--- config.mk ---
export PLATFORM = sky130hd
export DESIGN_NAME = branch_resolver
export DESIGN_NICKNAME = d
export VERILOG_FILES = /design/src/rtl/branch_pkg.sv /design/src/rtl/branch_queue.sv /design/src/rtl/branch_resolver.sv
export SDC_FILE = /design/constraint.sdc
export NUM_CORES = 1
export LEC_CHECK = 0
export ABC_AREA = 1
export CAP_MARGIN = 30
export CORE_MARGIN = 3
export CORE_UTILIZATION = 55
export DETAILED_ROUTE_END_ITERATION = 8
export DONT_BUFFER_PORTS = 1
export GPL_TIMING_DRIVEN = 0
export PLACE_DENSITY_LB_ADDON = 0.08
export SYNTH_ARGS = -nofsm -noshare
export SYNTH_HDL_FRONTEND = slang
export SYNTH_SLANG_ARGS = --single-unit
--- constraint.sdc ---
create_clock -name clk -period 5.9 [get_ports clk]
set_clock_uncertainty 0.2 [all_clocks]
set_input_delay 1.77 -clock clk [delete_from_list [all_inputs] [get_ports clk]]
set_output_delay 1.77 -clock clk [all_outputs]
set_load 0.01 [all_outputs]
--- src/rtl/branch_pkg.sv ---
// Shared types for the branch predictor / resolver pair: predictor
// counter states, resolver FSM encoding and the tracked-branch entry.
package branch_pkg;

  // 2-bit predictor: strong/weak not-taken, weak/strong taken
  typedef enum logic [1:0] {
    S0 = 2'd0,
    S1 = 2'd1,
    S2 = 2'd2,
    S3 = 2'd3
  } pred_state_t;

  typedef enum logic {
    ST_RUN   = 1'b0,
    ST_FLUSH = 1'b1
  } res_state_t;

  localparam int BR_PC_W = 8;

  typedef struct packed {
    logic [BR_PC_W-1:0] pc;
    logic               taken;
  } entry_t;

endpackage

--- src/rtl/branch_queue.sv ---
// In-order tracking FIFO for in-flight branches; clear wins over push.
module branch_queue #(
  parameter int DEPTH = 4,
  parameter int WIDTH = 9
) (
  input  logic                     clk,
  input  logic                     rst,
  input  logic                     push,
  input  logic [WIDTH-1:0]         din,
  input  logic                     pop,
  input  logic                     clear,
  output logic [WIDTH-1:0]         head,
  output logic [$clog2(DEPTH):0]   count,
  output logic                     full,
  output logic                     empty
);

  localparam int AW = $clog2(DEPTH);
  localparam int CW = AW + 1;

  logic [WIDTH-1:0] mem [DEPTH];
  logic [AW-1:0]    wr_ptr_reg;
  logic [AW-1:0]    rd_ptr_reg;
  logic [CW-1:0]    count_reg;
  logic             do_push;
  logic             do_pop;

  assign full    = (count_reg == CW'(DEPTH));
  assign empty   = (count_reg == '0);
  assign do_push = push && !full && !clear;
  assign do_pop  = pop && !empty && !clear;
  assign count   = count_reg;
  // Head is read asynchronously so a branch can resolve the cycle after its push
  assign head    = mem[rd_ptr_reg];

  always_ff @(posedge clk) begin
    if (do_push) begin
      mem[wr_ptr_reg] <= din;
    end
  end

  always_ff @(posedge clk) begin
    if (rst || clear) begin
      wr_ptr_reg <= '0;
      rd_ptr_reg <= '0;
      count_reg  <= '0;
    end else begin
      if (do_push) wr_ptr_reg <= wr_ptr_reg + AW'(1);
      if (do_pop)  rd_ptr_reg <= rd_ptr_reg + AW'(1);
      count_reg <= count_reg + CW'(do_push) - CW'(do_pop);
    end
  end

endmodule

--- src/rtl/branch_resolver.sv ---
// Compares execute outcomes against queued predictions, emits training
// pulses, flushes wrong-path branches and keeps saturating statistics.
module branch_resolver
  import branch_pkg::*;
#(
  parameter int DEPTH = 4,
  parameter int PC_W  = 8,
  parameter int CNT_W = 16
) (
  input  logic             clk,
  input  logic             rst,
  input  logic             pred_valid,
  input  logic             pred_taken,
  input  logic [PC_W-1:0]  pred_pc,
  output logic             pred_ready,
  input  logic             res_valid,
  input  logic             res_taken,
  output logic             train_valid,
  output logic             train_taken,
  output logic [PC_W-1:0]  train_pc,
  output logic             mispredict,
  output logic             flush,
  output logic             err_underflow,
  output logic [CNT_W-1:0] br_count,
  output logic [CNT_W-1:0] mp_count
);

  res_state_t state_reg, state_next;

  logic [PC_W:0]            q_head;
  logic [$clog2(DEPTH):0]   q_count;
  logic                     q_full;
  logic                     q_empty;
  logic                     res_fire;
  logic                     mis;
  logic                     push;

  logic             train_valid_reg;
  logic             train_taken_reg;
  logic [PC_W-1:0]  train_pc_reg;
  logic             mispredict_reg;
  logic             err_underflow_reg;
  logic [CNT_W-1:0] br_count_reg;
  logic [CNT_W-1:0] mp_count_reg;

  assign pred_ready = (state_reg == ST_RUN) && !q_full && !rst;
  assign push       = pred_valid && pred_ready;
  assign res_fire   = res_valid && (q_count != '0);
  assign mis        = res_fire && (res_taken != q_head[0]);

  // A mispredict clears the whole queue, which also drops a same-cycle push
  branch_queue #(
    .DEPTH (DEPTH),
    .WIDTH (PC_W + 1)
  ) u_queue (
    .clk   (clk),
    .rst   (rst),
    .push  (push),
    .din   ({pred_pc, pred_taken}),
    .pop   (res_fire),
    .clear (mis),
    .head  (q_head),
    .count (q_count),
    .full  (q_full),
    .empty (q_empty)
  );

  always_ff @(posedge clk) begin
    if (rst) state_reg <= ST_RUN;
    else     state_reg <= state_next;
  end

  always_comb begin
    state_next = state_reg;
    case (state_reg)
      ST_RUN:   if (mis) state_next = ST_FLUSH;
      ST_FLUSH: state_next = ST_RUN;
      default:  state_next = ST_RUN;
    endcase
  end

  always_ff @(posedge clk) begin
    if (rst) begin
      train_valid_reg   <= 1'b0;
      train_taken_reg   <= 1'b0;
      train_pc_reg      <= '0;
      mispredict_reg    <= 1'b0;
      err_underflow_reg <= 1'b0;
      br_count_reg      <= '0;
      mp_count_reg      <= '0;
    end else begin
      train_valid_reg <= res_fire;
      mispredict_reg  <= mis;
      if (res_fire) begin
        train_taken_reg <= res_taken;
        train_pc_reg    <= q_head[PC_W:1];
        if (br_count_reg != '1) br_count_reg <= br_count_reg + CNT_W'(1);
      end
      if (mis && mp_count_reg != '1) mp_count_reg <= mp_count_reg + CNT_W'(1);
      if (res_valid && q_empty) err_underflow_reg <= 1'b1;
    end
  end

  assign train_valid   = train_valid_reg;
  assign train_taken   = train_taken_reg;
  assign train_pc      = train_pc_reg;
  assign mispredict    = mispredict_reg;
  assign flush         = mispredict_reg;
  assign err_underflow = err_underflow_reg;
  assign br_count      = br_count_reg;
  assign mp_count      = mp_count_reg;

endmodule

# After elaboration in Yosys (flattened, before gate mapping)
# Memories as Yosys holds them, arrays and structs flattened. A register that Yosys moved wholly into a read port is not among the register bits.
# Cells that the tools add are included.
dict set report classes {
  add_sub_neg 6
  eq_ne 4
  n_mux 6
  bitwise 1
  reduce_logical 19
}
# cell n
set op_table {}
lappend op_table {{adder 16 x 1 -> 16 bit (second input constant)} 2}
lappend op_table {{inequality test 16 bit (second input constant)} 2}
lappend op_table {{logical AND 1 bit} 11}
lappend op_table {{adder 2 x 1 -> 2 bit (second input constant)} 2}
lappend op_table {{logical NOT 1 bit} 4}
lappend op_table {{two-way mux 2 bit} 2}
lappend op_table {{adder 3 x 1 -> 3 bit} 1}
lappend op_table {{equality test 3 bit (second input constant)} 1}
lappend op_table {{logical NOT 3 bit} 1}
lappend op_table {{two-way mux 1 bit} 3}
lappend op_table {{nonzero test 3 bit} 1}
lappend op_table {{subtractor 3 x 1 -> 3 bit} 1}
lappend op_table {{case mux 1 bit (2 select lines)} 1}
lappend op_table {{AND reduction 2 bit} 1}
lappend op_table {{logical OR 1 bit} 1}
lappend op_table {{inequality test 1 bit} 1}
lappend op_table {{NOT 1 bit} 1}
dict set report totals {
  ff_bits 52
  mem_bits_rw 36
  in_bits 14
  out_inout_bits 46
  wordCells 48
  n_memories 1
}
# name words word_bits read_ports rd_clocked_by_memory_dff wr line_no
set memory_table {}
lappend memory_table {u_queue.mem 4 9 1 1 1 branch_queue.sv:21} ;# logic [WIDTH-1:0] mem [DEPTH];

# Longest topological paths before layout
dict set report logic_depth {
  ltp_word 9
  depth_mapped 17
  ltp_nobuf 16
}

# Hierarchy
# A second synthesis with hierarchy kept.
dict set report hier_totals {
  cells_unflattened 504
  hier_area_um2 4230.3
}
# module n_inst cells_per_inst area_each_um2 seq_area_each_um2
set modules_own_cells {}
lappend modules_own_cells {branch_resolver 1 346 2362.3 900.9}
lappend modules_own_cells {branch_queue 1 158 1868.0 1261.2}

# Worst setup path after synthesis
# Ideal clock, no wire load.
dict set report synth_timing {
  path_type {input to output}
  startpoint {in rst}
  endpoint {out pred_ready}
  arrival_ns 2.106
  required_ns 3.930
  path_slack_ns 1.824
  stages 1
  path_buffers 0
  cell_sequence {nor3_1}
}
dict set report synth_via {
  elab_chain_len 2
}
# element line_no
set synth_rtl {}
lappend synth_rtl {{from (decl)} branch_resolver.sv:11} ;# input logic rst,
lappend synth_rtl {{logical NOT 1 bit} branch_resolver.sv:46} ;# assign pred_ready = (state_reg == ST_RUN) && !q_full && !rst;
lappend synth_rtl {{logical AND 1 bit} branch_resolver.sv:46}
lappend synth_rtl {{to (decl)} branch_resolver.sv:15} ;# output logic pred_ready,
# No other way between the ends.

# Final worst setup path
# Ends and elaborated chain as after synthesis.

==> results_dict.tcl <==
set metrics [dict create \
    status "finished, final reports clean" \
    std_cell_rows 31 \
    path_clk_slew_ns 0.09 \
    overflow 0 \
    fin_total_pwr_w 0.00165 \
    final_area_sq_um 4520 \
    worstSetupEndpointType "primary output" \
    clk_latency_ns 0.35 \
    drc 0 \
    h-tree-depth 3 \
    clock-sinks 90 \
    dpl.cell_count 591 \
    initial_core_util_pct 57.3 \
    synthTopCellsByCount "nand2_1 (110), nor2_1 (77), dfxtp_1 (54), inv_1 (37), edfxtp_1 (36)" \
    tns_ns 0 \
    vias 3256 \
    largest_reg_flops 36 \
    irDropWorstVdd_uv 222 \
    routedWlPerCell_um 14.4 \
    drv_cap 0 \
    core_region_area_sq_um 7330 \
    fp.dieArea_sq_um 8720 \
    reg2reg_slack_ns 3.00 \
    cts-resized-gates 0 \
    initialDrtViolationCount 152 \
    hpwl_um 6160 \
    crit_fanout 2 \
    avgViaCountPerCell 5.36 \
    post-synth-top-count-cell "nand2_1" \
    ant_nets 0 \
    rsz0062_at_grt "no" \
    period_minus_slack_ns 4.14 \
    required_ns 3.93 \
    layout_setup_ws_ns 1.76 \
    synth_area_leaders "dfxtp_1 (26%), edfxtp_1 (26%), nand2_1 (9.8%)" \
    synth_ff_type "dfxtp_1" \
    grt_max_degree 16 \
    synth-async-reset-ratio_pct 0 \
    critPathSlowestCell "nor3_1" \
    cts-root-buf "clkbuf_8" \
    worstSetupPathType "input port to primary output" \
    yosysUniqueCellTypes 37 \
    diodes 0 \
    synth_edf_count 36 \
    ys_ff_latch 90 \
    power_density_nw_per_um2 366 \
    antenna_found_initial 0 \
    grt_use_total_pct 20.2 \
    place_ws_ns 1.73 \
    cellLeakagePower_nw 1.66 \
    yosysTopAreaCell "dfxtp_1" \
    clockBufferDepth 2 \
    final_layout_size_suffix_gt1_share_pct 10.2 \
    period_share_pct 70.2 \
    syn_area_sq_um 4200 \
    startpoint_type "input port" \
    hold_path_class "register to register" \
    worst_pin_slew_ns 0.945 \
    syn_area_per_cell_sq_um 8.54 \
    synthCells 492 \
    place.port_buffers 0 \
    critPathBufInv 0 \
    yosysWarnings 0 \
    gp_congestion 0.899 \
    cts-buffers-inserted 9 \
    crit_chain "nor3_1" \
    max_freq_mhz 241 \
    yosys.area.top_type_share_pct 25.7 \
    finalHoldViolCount 0 \
    first_pass_iters 4 \
    drv_slew 0 \
    finalSetupViolCount 0 \
    die_h_um 93.4 \
    holdBufCountCts 0 \
    max_stage_delay_ns 0.40 \
    relSlewSlack_pct 36.7 \
    area_growth_pct 7.57 \
    ys_seq_area_share_pct 51.5 \
    final_nets 526 \
    postCtsSetupBuffers 0 \
    dpl_cell_area_sq_um 4320 \
    routed_wl_um 8740 \
    critPathTopFamily "simple AND/OR/NAND/NOR gates" \
    cts_tree "done" \
    arrival_ns 2.17 \
    n_fill_cell 611 \
    final_cell_count_no_fill 607 \
    grt_pass1_vias 2920 \
    pin_count 60 \
    fp.dieW_um 93.4 \
    grt_pass1_wl_um 13700 \
    syn_nets 515 \
]
[final cells by class]
type / instances / area [sq um] / share of cell area (%)
clock buffer: 10 / 128 / 2.82
tap: 99 / 124 / 2.74
sequential: 90 / 2160 / 47.9
clock inverter: 6 / 66.3 / 1.47
buffer: 17 / 114 / 2.52
inverter: 40 / 160 / 3.54
multi-input combinational: 345 / 1760 / 39.0
[cell families (layout without fill, tap and decap cells)]
family | after synthesis | after routing | share of synthesized area (%)
fa+ha+maj | 9 | 9 | 2.86
xor+xnor | 16 | 16 | 3.34
flops | 90 | 90 | 51.5
simple gates | 247 | 247 | 25.7
buf+inv | 57 | 73 | 6.52
compound gates | 73 | 73 | 10.1
[power by group]
group	switching (W)	internal (W)
sequential	0.0000698	0.000718
clock	0.000219	0.000196
combinational	0.000293	0.000156
[worst register-to-register path: stages (launching register included)]
cell and delay [ns]:
dfxtp_1 0.32, buf_6 0.14, inv_4 0.11, nand2_1 0.06, nand3_1 0.10, nand2_1 0.08, nand2_1 0.08, nand2_2 0.13
nand2_1 0.21, nand2_1 0.18, inv_1 0.10, ha_1 0.15, inv_1 0.05, fa_1 0.38, xor2_1 0.16, or2_2 0.27
a21oi_1 0.11
[cells in the final DEF (no fill, tap or decap), types with 2 or more instances in the layout]
| master | count |
|---|---|
| nor3b_1 | 2 |
| clkbuf_1 | 7 |
| inv_6 | 2 |
| a21oi_2 | 8 |
| nand2_2 | 7 |
| ha_1 | 8 |
| nor3_1 | 6 |
| xor2_1 | 9 |
| o21ai_0 | 29 |
| dfxtp_1 | 54 |
| buf_4 | 4 |
| nand4_1 | 10 |
| a21oi_1 | 25 |
| nand3b_1 | 2 |
| a31oi_1 | 9 |
| xnor2_1 | 7 |
| buf_2 | 3 |
| nand2_1 | 110 |
| clkbuf_8 | 9 |
| nand3_1 | 24 |
| clkinvlp_4 | 3 |
| nand3_2 | 2 |
| nor2_1 | 77 |
| buf_6 | 2 |
| edfxtp_1 | 36 |
| inv_4 | 2 |
| inv_1 | 37 |
[metal layers]
metal  vias up  wire (um)  GRT usage, %
met3        13        624          6.68
met2        85       4350          35.4
met1      1515       3650          23.1
met5         -          0             0
met4         0        122          6.35
li1       1643          -             -
[stage by stage]
stage                     util, %  hold slack, ns
after global placement       59.0           0.219
final                        61.6           0.240
after detailed placement     59.0           0.220
after CTS                    61.6           0.240
after global routing         61.6           0.263
after floorplan                 -           0.203
[worst paths after layout]
kind                  start                to  depth (start not counted)
setup / recovery        rst        pred_ready                          1
hold / removal    state_reg         state_reg                          1
setup reg to reg   register  u_queue.count[2]                         16
hold reg to reg   state_reg         state_reg                          1
Power figures use the tool's default switching activity.
